$ cat src/rtl/tdc_readout_ctrl.sv
// tdc_readout_ctrl
//   Run controller and result buffer for a time-to-digital converter.
//   A run arms the TDC once per shot (one-cycle oTdcRst, then oArm while the
//   conversion is pending). Each result is captured and pushed into a
//   first-word-fall-through FIFO with registered oData/oValid.
//
// Parameters
//   DIG_OUT        width of a TDC result word
//   FIFO_DEPTH     result buffer depth (power of 2, >= 2)
//   TIMEOUT_CYCLES WAIT-state cycle limit (>= 1), used only with the macro
//
// Ports
//   iClk, iRst           clock, synchronous active-high reset
//   iStart, iAbort       run request / immediate run termination
//   iShots               shots per run (0 = continuous), sampled on start
//   oTdcRst, oArm        TDC datapath reset pulse / conversion pending
//   iTdcValid, iTdc      conversion-finished pulse and result word
//   oData, oValid,iReady FIFO head word, valid flag, consumer handshake
//   oBusy, oDone         run in progress / normal completion pulse
//   oOverflow, oTimeout  sticky error flags
//
// Build option
//   TDC_READOUT_TIMEOUT_EN  when defined, WAIT gives up after TIMEOUT_CYCLES
//                           cycles, sets oTimeout and re-arms the TDC.

module tdc_readout_ctrl #(
    parameter int DIG_OUT        = 24,
    parameter int FIFO_DEPTH     = 8,
    parameter int TIMEOUT_CYCLES = 1023
) (
    input  logic               iClk,
    input  logic               iRst,
    input  logic               iStart,
    input  logic               iAbort,
    input  logic [7:0]         iShots,
    output logic               oTdcRst,
    output logic               oArm,
    input  logic               iTdcValid,
    input  logic [DIG_OUT-1:0] iTdc,
    output logic [DIG_OUT-1:0] oData,
    output logic               oValid,
    input  logic               iReady,
    output logic               oBusy,
    output logic               oDone,
    output logic               oOverflow,
    output logic               oTimeout
);

    localparam int AW = $clog2(FIFO_DEPTH);

    if (FIFO_DEPTH < 2 || (FIFO_DEPTH & (FIFO_DEPTH - 1)) != 0 || TIMEOUT_CYCLES < 1) begin : g_bad_param
        $error("tdc_readout_ctrl: invalid FIFO_DEPTH or TIMEOUT_CYCLES");
    end

    typedef enum logic [2:0] {
        S_IDLE,
        S_ARM,
        S_WAIT,
        S_STORE,
        S_DONE
    } state_t;

    state_t             state;
    state_t             state_nx;

    logic [7:0]         shots_left;
    logic               continuous;
    logic [DIG_OUT-1:0] cap_word;

    logic [DIG_OUT-1:0] mem [FIFO_DEPTH];
    logic [AW:0]        wr_ptr;
    logic [AW:0]        rd_ptr;
    logic [AW:0]        wr_ptr_nx;
    logic [AW:0]        rd_ptr_nx;

    logic               start_ok;
    logic               push_req;
    logic               push;
    logic               pop;
    logic               full;
    logic               drop;
    logic               tmo_expire;

    assign start_ok = (state == S_IDLE) && iStart && !iAbort;
    assign push_req = (state == S_STORE) && !iAbort;
    assign pop      = oValid && iReady;
    assign full     = (wr_ptr[AW] != rd_ptr[AW]) && (wr_ptr[AW-1:0] == rd_ptr[AW-1:0]);
    // A full FIFO still takes the word when the head leaves in the same cycle.
    assign push     = push_req && (!full || pop);
    assign drop     = push_req && full && !pop;

    assign wr_ptr_nx = push ? wr_ptr + 1'b1 : wr_ptr;
    assign rd_ptr_nx = pop  ? rd_ptr + 1'b1 : rd_ptr;

`ifdef TDC_READOUT_TIMEOUT_EN
    localparam int TW = $clog2(TIMEOUT_CYCLES + 1);

    logic [TW-1:0] tmo_cnt;

    // Counts cycles spent in WAIT; any other state holds it at zero so it
    // starts from zero on every WAIT entry.
    always_ff @(posedge iClk) begin
        if (iRst || state != S_WAIT) begin
            tmo_cnt <= '0;
        end else begin
            tmo_cnt <= tmo_cnt + 1'b1;
        end
    end

    // A conversion arriving in the expiry cycle takes precedence.
    assign tmo_expire = (state == S_WAIT) && !iTdcValid &&
                        (tmo_cnt == TW'(TIMEOUT_CYCLES - 1));

    always_ff @(posedge iClk) begin
        if (iRst || start_ok) begin
            oTimeout <= 1'b0;
        end else if (tmo_expire && !iAbort) begin
            oTimeout <= 1'b1;
        end
    end
`else
    assign tmo_expire = 1'b0;
    assign oTimeout   = 1'b0;
`endif

    always_ff @(posedge iClk) begin
        if (iRst) begin
            state <= S_IDLE;
        end else begin
            state <= state_nx;
        end
    end

    always_comb begin
        state_nx = state;
        unique case (state)
            S_IDLE:  if (start_ok) state_nx = S_ARM;
            S_ARM:   state_nx = S_WAIT;
            S_WAIT: begin
                if (iTdcValid) begin
                    state_nx = S_STORE;
                end else if (tmo_expire) begin
                    state_nx = S_ARM;
                end
            end
            // shots_left == 1 here means this STORE brings it to zero.
            S_STORE: state_nx = (continuous || shots_left != 8'd1) ? S_ARM : S_DONE;
            S_DONE:  state_nx = S_IDLE;
            default: state_nx = S_IDLE;
        endcase
        if (iAbort && state != S_IDLE) begin
            state_nx = S_IDLE;
        end
    end

    always_ff @(posedge iClk) begin
        if (iRst) begin
            shots_left <= '0;
            continuous <= 1'b0;
        end else if (start_ok) begin
            shots_left <= iShots;
            continuous <= (iShots == 8'd0);
        end else if (push_req && !continuous) begin
            shots_left <= shots_left - 1'b1;
        end
    end

    always_ff @(posedge iClk) begin
        if (iRst) begin
            cap_word <= '0;
        end else if (state == S_WAIT && iTdcValid) begin
            cap_word <= iTdc;
        end
    end

    always_ff @(posedge iClk) begin
        if (iRst || start_ok) begin
            oOverflow <= 1'b0;
        end else if (drop) begin
            oOverflow <= 1'b1;
        end
    end

    always_ff @(posedge iClk) begin
        if (push) begin
            mem[wr_ptr[AW-1:0]] <= cap_word;
        end
    end

    // Output stage is loaded from the next-cycle head; when that head is the
    // slot being written now, take the incoming word instead of the stale
    // memory entry (it becomes visible one cycle later, never combinationally).
    always_ff @(posedge iClk) begin
        if (iRst) begin
            wr_ptr <= '0;
            rd_ptr <= '0;
            oValid <= 1'b0;
            oData  <= '0;
        end else begin
            wr_ptr <= wr_ptr_nx;
            rd_ptr <= rd_ptr_nx;
            oValid <= (wr_ptr_nx != rd_ptr_nx);
            if (push && wr_ptr[AW-1:0] == rd_ptr_nx[AW-1:0]) begin
                oData <= cap_word;
            end else begin
                oData <= mem[rd_ptr_nx[AW-1:0]];
            end
        end
    end

    assign oTdcRst = !iRst && (state == S_ARM);
    assign oArm    = !iRst && (state == S_WAIT);
    assign oBusy   = !iRst && (state != S_IDLE);
    assign oDone   = !iRst && (state == S_DONE);

endmodule

$ cat config.mk
export PLATFORM = sky130hd
export DESIGN_NAME = tdc_readout_ctrl
export DESIGN_NICKNAME = d
export VERILOG_FILES = /design/src/rtl/tdc_readout_ctrl.sv
export SDC_FILE = /design/constraint.sdc
export NUM_CORES = 1
export LEC_CHECK = 0
export ABC_AREA = 0
export CORE_UTILIZATION = 49
export CTS_CLUSTER_SIZE = 10
export DETAILED_ROUTE_END_ITERATION = 16
export PLACE_DENSITY = 0.65
export SLEW_MARGIN = 25
export SYNTH_ARGS = -nofsm -noshare
export SYNTH_HDL_FRONTEND = slang
export SYNTH_SLANG_ARGS = --single-unit
$ cat constraint.sdc
create_clock -name iClk -period 11.14 [get_ports iClk]
set_clock_uncertainty 0.1 [all_clocks]
set_input_delay 2.785 -clock iClk [delete_from_list [all_inputs] [get_ports iClk]]
set_output_delay 2.785 -clock iClk [all_outputs]
set_load 0.02 [all_outputs]
==> results.md, run 1 <==
* Final period util at 63.7%
* Unrepaired setup endpoints after global routing: no
* Core Area at 21200 um^2
* Vias post-DR at 5928
* Slew Limit Fails at 0
* Synth Warn # at 0
* Max clock buf depth at 3
* Syn Inst Count at 681
* Postcts setup bufs at 0
* Worst Setup Path Type: in -> out
* RR Startpoint: oValid
* Die Ht at 149 um
* Vias in the first global route at 6075
* Final setup violating endpoints at 0
* Ys flop type: edfxtp_1
* Vias per std cell at 5.63
* Fill count at 1594
* CTS sink count at 262
* Die Wd at 149 um
* I/O Pins at 69
* Largest family of logic cells by synthesized area: multiplexers
* First-pass GRT wire length at 34.4 mm
* Fin cells at 1052
* HPWL Detailed at 12.1 mm
* Commonest non-fill, non-tap cells in the layout: edfxtp_1, mux2i_1, dfxtp_1
* Residual DRC at 0
* Clock transition at the registers of the reported paths at 0.06 ns
* Synth Cell Area at 10700 um^2
* Final wirelength at 22.0 mm
* Mux cell area share after synthesis at 14.2%
* Layout area overhead at 16.4%
* FF-to-FF path depth at 7
* Gr usage total at 20.5%
* Syn_area_per_cell at 15.6 um^2
* Crit-path cells: buf_2 > nor4b_1 > clkdlybuf4s50_1
* CP endpoint: oTdcRst
* Worst hold slack at 0.388 ns
* Synth Area in Compound Gates at 6.01%
* Hold buffers post-CTS at 0
* Post-synthesis simple-gate area fraction at 6.82%
* Die Area at 22300 um^2
* Initial antenna violation count at 0
* RR Endpoint: oData[10]
* DR iter-0 viols at 405
* Port bufs at 67
* Post-synth EDFFs at 192
* Rows at 53
* Ys async rst share at 0%
* Drt pass-1 iters at 4
* Arrival time worst endpoint at 4.22 ns
* Fraction of layout cells with a size suffix above 1 at 15.4%
* CTS Buf Count at 30
* PostCTS Resize Cnt at 0
* Outcome: finished clean
* Synth Net Count at 723
* Critical Path RT at 8.26 ns
* # H-tree levels at 1
* Relative slew slack at 41.3%
* Post-synthesis register bit count at 262
* Starting Density at 50.4%
* Final min period at 7.10 ns
* Slew of the pin with the lowest slew margin at 0.880 ns
* Worst hold-check path type: reg -> reg
* Wire per inst at 20.9 um
* Delay of the slowest critical-path stage at 0.66 ns
* Final core occ at 58.7%
* Leak at 0.00482 uW
* CP endpoint kind: output pin
* Final layout net count at 796
* Pin count of the biggest net entering global routing at 42
* Clk_lat worst skew at 0.54 ns
* Worst Setup SP: iRst
* Most common cell after layout, fill and taps aside: edfxtp_1
* Overflow after GRT at 0
* Number of library cell types mapped by synthesis at 57
* Slowest stage cell, crit path: clkdlybuf4s50_1
* Synth Area in Adders at 0.470%
* Setup TNS at 0 ns
* Startpoint types: input port
* CTS tree: done
* Seq/Total Area, Yosys at 67.3%
* Routed Antenna Nets at 0
* Crit path max fanout at 40
* Pwr/cell area at 158 nW/um^2
* Fin. Hold Viols at 0
* Register-to-register setup slack at 7.36 ns
* RePlAce Congestion at 0.805
* Root Driver: clkbuf_16
* Fmax achieved at 0.141 GHz
* Number of max-cap violations at 0
* Ant diodes at 0
* Synth Area in XOR/XNOR at 1.77%
* DP Cell Count at 996
* Max IR drop VDD at 96.4 uV
-- where the power goes --
group          leakage (uW)  switching (uW)  total (uW)  internal [uW]
clock              0.000416             358         879            521
combinational       0.00188            20.1        40.9           20.8
sequential          0.00252            5.05        1040           1040
-- cell usage after synthesis, drive strengths merged, types with 6 or more instances --
cell type,number,area (um^2)
nor2,19,71.3
a21oi,30,150
dfxtp,70,1400
clkbuf,23,86.3
bufbuf,6,113
xnor2,11,96.3
edfxtp,192,5770
mux4,24,541
nor3,32,160
xor2,7,68.8
nand2,59,229
mux2i,97,971
nor4b,6,52.6
a211oi,29,338
buf,16,149
nand3,7,35.0
-- stage by stage --
step / worst slack, ns / power (uW) / cell area, um^2
finish: 4.04 / 1960 / 12400
global route: 3.93 / 2020 / 12400
CTS: 4.02 / 1980 / 12400
detailed placement: 4.02 / 1110 / 11500
global placement: 4.08 / 1100 / 11500
floorplan: 4.33 / 1080 / 10700
-- sequential cells by signal, summed over array words and instances, names as in the netlist --
register	flops
rd_ptr	4
wr_ptr	4
continuous	1
cap_word	24
oOverflow	1
shots_left	8
oValid	1
oData	24
mem	192
state	3
-- final cells by class --
| cell class | instances | area (um^2) | share of cell area (%) |
|---|---|---|---|
| Inverter | 5 | 18.8 | 0.151 |
| Clock buffer | 55 | 876 | 7.06 |
| Sequential cell | 262 | 7170 | 57.8 |
| Timing Repair Buffer | 86 | 812 | 6.54 |
| Multi-Input combinational cell | 369 | 3190 | 25.7 |
| Tap cell | 275 | 344 | 2.77 |
-- worst max-delay path: cells and delay by family --
kind	cells	cell delay [ns]
buffers and inverters	2	1.02
and+or+nand+nor	1	0.37
-- worst min-delay path by stage --
stage,from,end,slack [ns],cells past startpoint
final,shots_left[5],shots_left[5],0.39,2
after detailed placement,shots_left[5],shots_left[5],0.38,2
after global placement,shots_left[5],shots_left[5],0.36,2
after global routing,shots_left[5],shots_left[5],0.41,2
after floorplan,shots_left[5],shots_left[5],0.34,2
after CTS,shots_left[5],shots_left[5],0.39,2
-- layer usage --
layer  global-route usage [%]  vias up  part of all wire (%)
met1                     27.5     2989                    43
li1                         -     2745                     -
met5                        0        -                     0
met2                     34.7      160                    50
met3                     3.45       34                   5.5
met4                     5.31        0                   1.8
-- kinds of logic after synthesis --
| family | after synthesis |
|---|---|
| other | 1 |
| DFF | 262 |
| xor gates and xnor gates | 19 |
| AOI/OAI and AO/OA | 76 |
| muxes | 121 |
| and+or+nand+nor | 148 |
| buffers and inverters | 50 |
| adders and majority gates | 4 |
Note: power is estimated with default switching activity, not from simulation.
==> inputs of run 2 (changes only) <==
==> constraint.sdc (replaced) <==
create_clock -name iClk -period 7.4 [get_ports iClk]
set_clock_uncertainty 0.1 [all_clocks]
set_input_delay 1.85 -clock iClk [delete_from_list [all_inputs] [get_ports iClk]]
set_output_delay 1.85 -clock iClk [all_outputs]
set_load 0.02 [all_outputs]
==> run 2 against run 1 <==
  * Worst hold slack got worse by 0.0092 ns
  * Design area up 0.51%
  * Global-route usage up 0.20 points
  * Die area unchanged
  * Final cell count increased by 0.48%
  * Utilization rose by 0.30 points
  * Count of clock-buffer cells in the layout is 1 higher
  * Clock power grew 51%
  * Sequential power up 51%
  * Sequential share of layout area down 0.30 points
==> results.md, run 2 (synthesis gave the netlist of run 1 again) <==
* Outcome: finished clean
* Commonest non-fill, non-tap cells in the layout: edfxtp_1, mux2i_1, dfxtp_1
* Worst Hold End: shots_left[5]
* Starting Density at 50.4%
* Root Driver: clkbuf_16
* Vias per std cell at 5.56
* Die Area at 22300 um^2
* Slew Limit Fails at 0
* Die Wd at 149 um
* Slew of the pin with the lowest slew margin at 0.969 ns
* Postcts setup bufs at 0
* Setup TNS at 0 ns
* HPWL Detailed at 13.0 mm
* Fmax achieved at 0.204 GHz
* CTS tree: done
* Routed Antenna Nets at 0
* Fin. Hold Viols at 0
* Pin count of the biggest net entering global routing at 69
* DP Cell Count at 1001
* DR iter-0 viols at 243
* Final setup margin at 2.49 ns
* Vias post-DR at 5877
* CP endpoint kind: output pin
* RR Startpoint: wr_ptr[0]
* FF-to-FF path depth at 7
* WHS Path Cells at 2
* Drt pass-1 iters at 4
* Max FFs per register at 192
* Max IR drop VDD at 154 uV
* Overflow after GRT at 0
* First-pass GRT wire length at 34.5 mm
* Unrepaired setup endpoints after global routing: no
* Layout area overhead at 17.0%
* Ant diodes at 0
* Arrival time worst endpoint at 2.96 ns
* I/O Pins at 69
* Final layout net count at 800
* Place WS at 2.38 ns
* Worst Hold Launch: shots_left[5]
* Fraction of layout cells with a size suffix above 1 at 16.0%
* Core Area at 21200 um^2
* Fill count at 1604
* Pwr/cell area at 238 nW/um^2
* Gr usage total at 20.7%
* Worst Setup Path Type: in -> out
* Worst hold-check path type: reg -> reg
* # H-tree levels at 1
* Total power at 2960 uW
* Clock transition at the registers of the reported paths at 0.05 ns
* Startpoint types: input port
* CTS sink count at 262
* Register area at 7170 um^2
* Fin cells at 1057
* Final wirelength at 22.3 mm
* Critical Path RT at 5.45 ns
* Initial antenna violation count at 0
* Crit path max fanout at 5
* RR Endpoint: oData[9]
* Footprint of the multi-input gates at 3190 um^2
* Number of max-cap violations at 0
* CTS Buf Count at 30
* Rows at 53
* Most common cell after layout, fill and taps aside: edfxtp_1
* Hold buffers post-CTS at 0
* RePlAce Congestion at 0.827
* Residual DRC at 0
* Leak at 0.00490 uW
* Clk_lat worst skew at 0.54 ns
* Max clock buf depth at 3
* Final setup violating endpoints at 0
* Relative slew slack at 35.4%
* Final min period at 4.91 ns
* Die Ht at 149 um
* Wire per inst at 21.1 um
* Port bufs at 67
* Register-to-register setup slack at 4.03 ns
* Vias in the first global route at 6148
* PostCTS Resize Cnt at 0
* Final period util at 66.4%
-- run 2: cell count changes in the layout (fill, tap and decap cells not counted), sizes merged --
cell | previous run | this run
buf | 20 | 24
clkbuf | 55 | 56
-- run 2: per-stage QoR --
step	util (%)	hold slack, ns	area (um^2)
final	59.0	0.378	12500
after global routing	59.0	0.405	12500
after CTS	59.0	0.377	12500
after detailed placement	54.7	0.370	11600
after global placement	54.6	0.356	11500
after floorplan	-	0.343	10700
-- run 2: how the worst max path moves through the flow --
stage	end	cells after the start	start
after floorplan	mem[1][0]	4	iAbort
after global placement	oData[5]	7	iReady
after detailed placement	oData[9]	8	iReady
after CTS	oDone	3	iRst
after global routing	oDone	3	iRst
final	oDone	3	iRst
-- run 2: per-layer routing --
layer | global-route usage, % | vias up | share of wire, %
met2 | 35.3 | 146 | 50
met3 | 3.02 | 33 | 4.5
met1 | 27.4 | 2930 | 44
met5 | 0 | - | 0
li1 | - | 2768 | -
met4 | 6.17 | 0 | 1.7
-- run 2: worst max-delay path, stage by stage --
cell and delay (ns):
buf_2 0.13, nor4b_1 0.30, clkdlybuf4s50_1 0.68
-- run 2: power breakdown --
part	internal, uW	total (uW)	switching, uW
Clock	796	1330	536
Combinational	31.2	60.4	29.2
Sequential	1560	1570	7.75
-- run 2: layout make-up --
| class | instances | share of cell area, % |
|---|---|---|
| tap | 275 | 2.76 |
| clock buffer | 56 | 7.13 |
| multi-input combinational | 369 | 25.6 |
| sequential | 262 | 57.5 |
| inverter | 5 | 0.150 |
| timing repair buffer | 90 | 6.91 |
==> inputs of run 3 (changes only) <==
==> constraint.sdc (replaced) <==
create_clock -name iClk -period 4.98 [get_ports iClk]
set_clock_uncertainty 0.1 [all_clocks]
set_input_delay 1.245 -clock iClk [delete_from_list [all_inputs] [get_ports iClk]]
set_output_delay 1.245 -clock iClk [all_outputs]
set_load 0.02 [all_outputs]
==> run 3 against run 2 <==
  * Wire length hardly changed
  * Worst setup slack lost 1.3 ns
  * Register-to-register slack got worse by 2.5 ns
  * Utilization increased by 0.30 points
  * Global-route usage increased by 0.081 points
  * Die area unchanged
  * Power grew 49%
  * Design area up 0.51%
  * Sequential power rose by 49%
  * Critical endpoint is now oData[4]
  * Clock power up 49%
==> results.md, run 3 (synthesis gave the netlist of run 1 again) <==
* Clk_lat worst skew at 0.53 ns
* Register-to-register setup slack at 1.55 ns
* Clock transition at the registers of the reported paths at 0.06 ns
* Footprint of the multi-input gates at 3210 um^2
* Unrepaired setup endpoints after global routing: no
* Relative slew slack at 30.9%
* Fin. Hold Viols at 0
* Commonest non-fill, non-tap cells in the layout: edfxtp_1, mux2i_1, dfxtp_1
* Vias post-DR at 5894
* Rows at 53
* Die Area at 22300 um^2
* Crit path max fanout at 15
* RePlAce Congestion at 0.780
* Final min period at 3.77 ns
* Most common cell after layout, fill and taps aside: edfxtp_1
* First-pass GRT wire length at 34.7 mm
* Register area at 7170 um^2
* DR iter-0 viols at 444
* Place WS at 0.726 ns
* Setup TNS at 0 ns
* Die Ht at 149 um
* PostCTS Resize Cnt at 0
* HPWL Detailed at 13.3 mm
* Fmax achieved at 0.265 GHz
* Drt pass-1 iters at 4
* Pwr/cell area at 351 nW/um^2
* Final setup violating endpoints at 0
* Max IR drop VDD at 238 uV
* Leak at 0.00493 uW
* Slew of the pin with the lowest slew margin at 1.04 ns
* Pin count of the biggest net entering global routing at 69
* # H-tree levels at 1
* I/O Pins at 69
* Die Wd at 149 um
* Initial antenna violation count at 0
* Wire per inst at 21.0 um
* Critical Path RT at 5.25 ns
* Final layout net count at 803
* Vias in the first global route at 6128
* Worst hold-check path type: reg -> reg
* Overflow after GRT at 0
* Final period util at 75.7%
* Vias per std cell at 5.57
* Max FFs per register at 192
* Outcome: finished clean
* Gr usage total at 20.8%
* Starting Density at 50.4%
* CP endpoint kind: flop
* Residual DRC at 0
* Routed Antenna Nets at 0
* Fill count at 1586
* Root Driver: clkbuf_16
* Core Area at 21200 um^2
* Ant diodes at 0
* Fraction of layout cells with a size suffix above 1 at 16.5%
* Final wirelength at 22.3 mm
* CTS Buf Count at 30
* Worst Setup Path Type: in -> reg
* Port bufs at 67
* Number of max-cap violations at 0
* Hold buffers post-CTS at 0
* Postcts setup bufs at 0
* Layout area overhead at 17.6%
* Max clock buf depth at 3
* Slew Limit Fails at 0
* CTS sink count at 262
* Final setup margin at 1.21 ns
* CTS tree: done
* Arrival time worst endpoint at 4.04 ns
* Startpoint types: input port
[run 3: cell types whose count changed in the layout (fill, tap and decap cells not counted)]
cell / delta
buf_12: +4
clkinv_2: +1
nor4_4: +1
nor4b_4: +1
buf_16: -1
buf_6: -1
clkbuf_1: -2
nor4b_2: -1
buf_4: +1
nor4_2: -1
[run 3: final timing paths]
| check | end | start | cells after the start |
|---|---|---|---|
| setup reg to reg | oData[4] | wr_ptr[2] | 6 |
| hold reg to reg | shots_left[5] | shots_left[5] | 2 |
| setup / recovery | oData[4] | iReady | 7 |
| hold / removal | shots_left[5] | shots_left[5] | 2 |
[run 3: final cells by class]
type	count	area share, %
multi-input cells	369	25.6
flip-flops and latches	262	57.2
repair buffers	93	7.27
well taps	275	2.75
clock buffers	54	7.04
inverters	5	0.150
clock inverters	1	0.0399
[run 3: per-layer routing]
layer | routed length (um) | vias to the layer above | track usage (%)
li1 | - | 2770 | -
met1 | 9730 | 2934 | 28.3
met2 | 11000 | 146 | 34.6
met3 | 1070 | 44 | 2.99
met4 | 438 | 0 | 6.53
met5 | 0 | - | 0
[run 3: worst max-delay path, stage by stage]
cell             delay (ns)
clkdlybuf4s50_1        0.50
nand2_4                0.17
nand2_1                0.09
o21ai_2                0.64
or2_1                  0.89
buf_4                  0.39
a211oi_2               0.10
[run 3: power breakdown]
part	total, uW	internal, uW	switching, uW	leakage [uW]
Clock	1980	1180	799	0.000425
Combinational	91.1	46.5	44.6	0.00191
Sequential	2340	2320	11.7	0.00259
Total	4400	3550	855	0.00493
[run 3: stage by stage]
stage / utilization [%] / instance area, um^2 / hold slack (ns) / cells / power [uW]
after floorplan: - / 10700 / 0.343 / 681 / 2420
after global placement: 55.0 / 11600 / 0.356 / 1004 / 2470
after global routing: 59.3 / 12500 / 0.411 / 1059 / 4530
after detailed placement: 55.0 / 11600 / 0.363 / 1004 / 2470
final: 59.3 / 12500 / 0.374 / 1059 / 4400
after CTS: 59.2 / 12500 / 0.370 / 1059 / 4440
